--- config.mk ---
export PLATFORM = sky130hd
export DESIGN_NAME = io_bus_arbiter
export DESIGN_NICKNAME = d
export VERILOG_FILES = /design/src/rtl/io_bus_arbiter.sv
export SDC_FILE = /design/constraint.sdc
export NUM_CORES = 1
export LEC_CHECK = 0
export ABC_AREA = 1
export CAP_MARGIN = 20
export CORE_UTILIZATION = 38
export DETAILED_ROUTE_END_ITERATION = 10
export GPL_ROUTABILITY_DRIVEN = 0
export PLACE_DENSITY = 0.8
export SLEW_MARGIN = 10
export SYNTH_ARGS = -nofsm -noshare
export SYNTH_HDL_FRONTEND = slang
export SYNTH_SLANG_ARGS = --single-unit
--- constraint.sdc ---
create_clock -name clk_i -period 1.25 [get_ports clk_i]
set_input_delay 0.3125 -clock clk_i [delete_from_list [all_inputs] [get_ports clk_i]]
set_output_delay 0.3125 -clock clk_i [all_outputs]
set_load 0.05 [all_outputs]
--- src/rtl/io_bus_arbiter.sv ---
// Round-robin arbiter and sequencer for the 8-bit peripheral IO bus: grants one
// master, issues a single-cycle strobe, waits the read latency, then acks.
module io_bus_arbiter #(
  parameter int unsigned MASTERS    = 2,
  parameter int unsigned RD_LATENCY = 1
) (
  input  logic                   clk_i,
  input  logic                   rst_ni,
  input  logic [MASTERS-1:0]     m_req_i,
  input  logic [MASTERS-1:0]     m_we_i,
  input  logic [8*MASTERS-1:0]   m_addr_i,
  input  logic [8*MASTERS-1:0]   m_wdata_i,
  output logic [MASTERS-1:0]     m_ack_o,
  output logic [7:0]             m_rdata_o,
  output logic [7:0]             io_addr_o,
  output logic [7:0]             io_out_o,
  output logic                   io_write_o,
  output logic                   io_read_o,
  input  logic [7:0]             io_in_i,
  output logic                   busy_o,
  output logic [1:0]             grant_o
);

  typedef enum logic [1:0] {IDLE, ACCESS, WAIT, ACK} state_e;

  state_e             state_q, state_d;
  logic [1:0]         grant_q, grant_d;
  logic [1:0]         last_q, last_d;
  logic [1:0]         cnt_q, cnt_d;
  logic               we_q, we_d;
  logic [7:0]         addr_q, addr_d;
  logic [7:0]         wdata_q, wdata_d;
  logic [7:0]         rdata_q, rdata_d;
  logic               wr_q, wr_d;
  logic               rd_q, rd_d;
  logic [MASTERS-1:0] ack_q, ack_d;

  always_comb begin
    int unsigned idx;
    int unsigned win;
    logic        found;
    logic [MASTERS-1:0] req_sh;
    logic [MASTERS-1:0] we_sh;

    state_d = state_q;
    grant_d = grant_q;
    last_d  = last_q;
    cnt_d   = cnt_q;
    we_d    = we_q;
    addr_d  = addr_q;
    wdata_d = wdata_q;
    rdata_d = rdata_q;
    wr_d    = 1'b0;
    rd_d    = 1'b0;
    ack_d   = '0;
    idx     = 0;
    win     = 0;
    found   = 1'b0;
    req_sh  = '0;
    we_sh   = '0;

    unique case (state_q)
      IDLE: begin
        // Search begins one past the last grant and wraps; with one master this
        // degenerates to always picking master 0.
        for (int unsigned i = 1; i <= MASTERS; i++) begin
          idx    = (int'(last_q) + i) % MASTERS;
          req_sh = m_req_i >> idx;
          if (!found && req_sh[0]) begin
            found = 1'b1;
            win   = idx;
          end
        end
        if (found) begin
          we_sh   = m_we_i >> win;
          grant_d = 2'(win);
          we_d    = we_sh[0];
          addr_d  = 8'(m_addr_i >> (8 * win));
          wdata_d = 8'(m_wdata_i >> (8 * win));
          wr_d    = we_sh[0];
          rd_d    = !we_sh[0];
          state_d = ACCESS;
        end
      end
      ACCESS: begin
        if (we_q || RD_LATENCY == 0) begin
          if (!we_q) rdata_d = io_in_i;
          ack_d   = MASTERS'(1) << grant_q;
          state_d = ACK;
        end else begin
          cnt_d   = 2'(RD_LATENCY - 1);
          state_d = WAIT;
        end
      end
      WAIT: begin
        if (cnt_q == '0) begin
          rdata_d = io_in_i;
          ack_d   = MASTERS'(1) << grant_q;
          state_d = ACK;
        end else begin
          cnt_d = cnt_q - 2'd1;
        end
      end
      ACK: begin
        last_d  = grant_q;
        state_d = IDLE;
      end
      default: state_d = IDLE;
    endcase
  end

  always_ff @(posedge clk_i or negedge rst_ni) begin
    if (!rst_ni) begin
      state_q <= IDLE;
      grant_q <= '0;
      last_q  <= 2'(MASTERS - 1);
      cnt_q   <= '0;
      we_q    <= 1'b0;
      addr_q  <= '0;
      wdata_q <= '0;
      rdata_q <= '0;
      wr_q    <= 1'b0;
      rd_q    <= 1'b0;
      ack_q   <= '0;
    end else begin
      state_q <= state_d;
      grant_q <= grant_d;
      last_q  <= last_d;
      cnt_q   <= cnt_d;
      we_q    <= we_d;
      addr_q  <= addr_d;
      wdata_q <= wdata_d;
      rdata_q <= rdata_d;
      wr_q    <= wr_d;
      rd_q    <= rd_d;
      ack_q   <= ack_d;
    end
  end

  assign m_ack_o    = ack_q;
  assign m_rdata_o  = rdata_q;
  assign io_addr_o  = addr_q;
  assign io_out_o   = wdata_q;
  assign io_write_o = wr_q;
  assign io_read_o  = rd_q;
  assign busy_o     = (state_q != IDLE);
  assign grant_o    = grant_q;

endmodule

==> flow_summary.json <==
{
  "period_share_pct": 119.7,
  "finalWirelength_um": 5403,
  "dpl.hpwl_um": 3616,
  "fin_area_um2": 3378,
  "cts_buffer_depth": 2,
  "fill_cells": 294,
  "die_area_um2": 4987,
  "start_util_pct": 40.26,
  "path_cells": "inv_2 > ha_4 > clkinvlp_4 > buf_12",
  "grt_max_degree": 25,
  "finClkSkew_ns": 0.007593,
  "syn-instance-count": 224,
  "syn_nets": 276,
  "clkSinkCount": 35,
  "cts_max_level": 2,
  "rsz0062_at_grt": "yes",
  "fin_util_pct": 76.01,
  "cp-end-kind": "output pin",
  "grt_use_total_pct": 21.75,
  "num_io_pins": 77,
  "setup_viol": 22,
  "synth_seq_cells": 35,
  "slew_viol_final": 0,
  "multi_input_area_um2": 885.9,
  "via_per_inst": 4.846,
  "synth_area_um2": 1789,
  "max-cap-violations": 0,
  "power_per_cell_area_nw_per_um2": 2729,
  "hold_slack_ns": 0.4534,
  "max_freq_ghz": 0.6685,
  "critPathArrivalTime_ns": 1.18,
  "first_global_vias": 1843,
  "port-buffer-count": 75,
  "rows": 24,
  "violations": "design-rule violations, negative setup slack",
  "hp-class": "in -> async",
  "vdd_drop_max_v": 0.001739,
  "cts.clk_slew.worst_paths_ns": 0.07,
  "cp.required_ns": 0.94,
  "ys_seq_area_share_pct": 49.02,
  "synth.distinct_cells": 24,
  "crit_path_max_incr_delay_ns": 0.39,
  "crit_family": "flip-flops",
  "antenna_cells": 0,
  "pre_cts_slack_ns": -0.3698,
  "cts_root_buf": "clkbuf_8",
  "routedWlPerCell_um": 14.14,
  "layout.nets": 381,
  "drcViolationCount": 14,
  "drt-initial-drc-count": 110,
  "crit_type": "reg -> out",
  "syn_to_final_growth_pct": 88.81,
  "dpl_cell_area_um2": 3022,
  "status": "complete, but fails checks",
  "period_minus_slack_ns": 1.496,
  "critPathMaxFanout": 2,
  "cts_buffers": 5,
  "slowest_stage": "dfrtp_1",
  "setup-tns-final_ns": -4.095,
  "hold_viol": 0,
  "layout_setup_ws_ns": -0.2460,
  "ys_warn_count": 0,
  "syn_avg_cell_area_um2": 7.988,
  "die_height_um": 70.62,
  "chipWidth_um": 70.62,
  "ant_nets": 0,
  "drive_above_1_share_pct": 31.52,
  "grt_overflow": 0,
  "power.leakage_nw": 1.688,
  "drt_first_pass_iters": 8,
  "clk_latency_ns": 0.29,
  "floorplan.core_area_um2": 4444,
  "crit_path_start_kind": "register",
  "antenna_found_initial": 0,
  "grt_pass1_wl_um": 8342,
  "ff_latch_area_um2": 878.3,
  "crit_buf_inv": 3,
  "cts_tree": "yes",
  "dr_total_vias": 1851
}
==> sequential cells by signal, summed over array words and instances (netlist names) <==
signal / count
io_addr_o: 8
io_out_o: 8
m_rdata_o: 8
cnt_q: 2
m_ack_o: 2
state_q: 2
grant_o: 1
io_read_o: 1
io_write_o: 1
last_q: 1
we_q: 1
==> synth_stat cells <==
library cell | n | share of area, %
a21oi_1 | 1 | 0.28
a21oi_2 | 1 | 0.49
buf_2 | 4 | 1.1
buf_4 | 2 | 0.84
buf_6 | 2 | 1.3
buf_8 | 1 | 0.84
conb_1 | 1 | 0.21
dfrtp_1 | 34 | 48
dfstp_2 | 1 | 1.5
ha_1 | 6 | 4.2
inv_1 | 12 | 2.5
inv_8 | 1 | 0.63
mux2_2 | 1 | 0.63
nand2_1 | 117 | 25
nand2_2 | 1 | 0.35
nand2_4 | 2 | 1.3
nand3_1 | 28 | 7.8
nand3b_1 | 2 | 0.84
nor2_1 | 1 | 0.21
nor2_4 | 1 | 0.63
nor2_8 | 1 | 1.1
nor3_1 | 1 | 0.28
o21ai_0 | 2 | 0.56
or2_2 | 1 | 0.35
==> where the power goes <==
| group | leakage (nW) | internal [mW] | switching [mW] |
|---|---|---|---|
| clock | 0.0515 | 0.503 | 0.391 |
| combinational | 1.20 | 2.98 | 3.16 |
| sequential | 0.438 | 1.66 | 0.525 |
| total | 1.69 | 5.14 | 4.08 |
==> worst paths after layout <==
check | start | end | slack (ns) | cells after the start
min in group clk_i | cnt_q[0] | cnt_q[0] | 0.48 | 2
hold reg to reg | cnt_q[0] | cnt_q[0] | 0.48 | 2
hold / removal | rst_ni | m_ack_o[0] | 0.45 | 2
setup / recovery | state_q[1] | busy_o | -0.25 | 4
max in group asynchronous | rst_ni | grant_o[0] | 0.36 | 3
setup reg to reg | state_q[1] | io_write_o | -0.22 | 9
==> cell usage in the layout (no fill, tap or decap), types with 6 or more instances in the layout <==
master           count
nand3_1             21
dfrtp_1             33
inv_1                8
nand2_1            110
buf_12              34
buf_4               18
clkbuf_8             7
clkdlybuf4s50_1     43
buf_6                6
nand3_2              7
nand2_2              8
==> repair_timing <==
| item | 4_1_cts | 5_1_grt |
|---|---|---|
| gates cloned | 0 | 3 |
| setup endpoints to repair | 24 | 34 |
| pin swaps | 3 | 6 |
| buffers inserted | 5 | 8 |
| resized for setup | 12 | 20 |
| hold endpoints to repair | 10 | 0 |
| hold buffers | 1 | 0 |
==> cell families (layout without fill, tap and decap cells) <==
kind of cell,after synthesis,in the layout,share of synthesized area (%)
AO/OA/AOI/OAI,4,4,1.329
adder cells (fa/ha/maj),6,6,4.196
buffers and inverters,22,128,7.202
flip-flops,35,35,49.02
multiplexers,1,1,0.6293
other,1,1,0.2096
AND/OR/NAND/NOR,155,155,37.41
==> metal layers <==
layer,vias to the layer above,global-route usage (%),routed length [um]
met5,-,0,0
met4,0,6.000,83
met3,9,6.410,356
met2,74,38.30,2722
met1,865,26.06,2240
li1,903,-,-
==> metrics by stage <==
stage	power, mW	cells
finish	9.218	382
detailed placement	7.617	359
global route	9.699	382
global placement	7.518	359
floorplan	4.816	224
CTS	8.774	372
==> final cells by class <==
cell class | count | share of cell area [%]
timing repair buffer | 105 | 40.44
multi-input combinational | 167 | 26.22
sequential | 35 | 26.00
clock buffer | 8 | 2.963
inverter | 13 | 1.926
tap | 52 | 1.926
timing repair inverter | 2 | 0.5185
==> worst reg2reg max path, cell delays in order, from the launching register on <==
cell        delay, ns
dfrtp_1          0.39
inv_2            0.09
ha_4             0.15
clkinvlp_4       0.11
buf_4            0.17
nor2_8           0.12
buf_4            0.13
buf_4            0.10
nand3_2          0.09
inv_1            0.08
(Power assumes the default switching activity.)
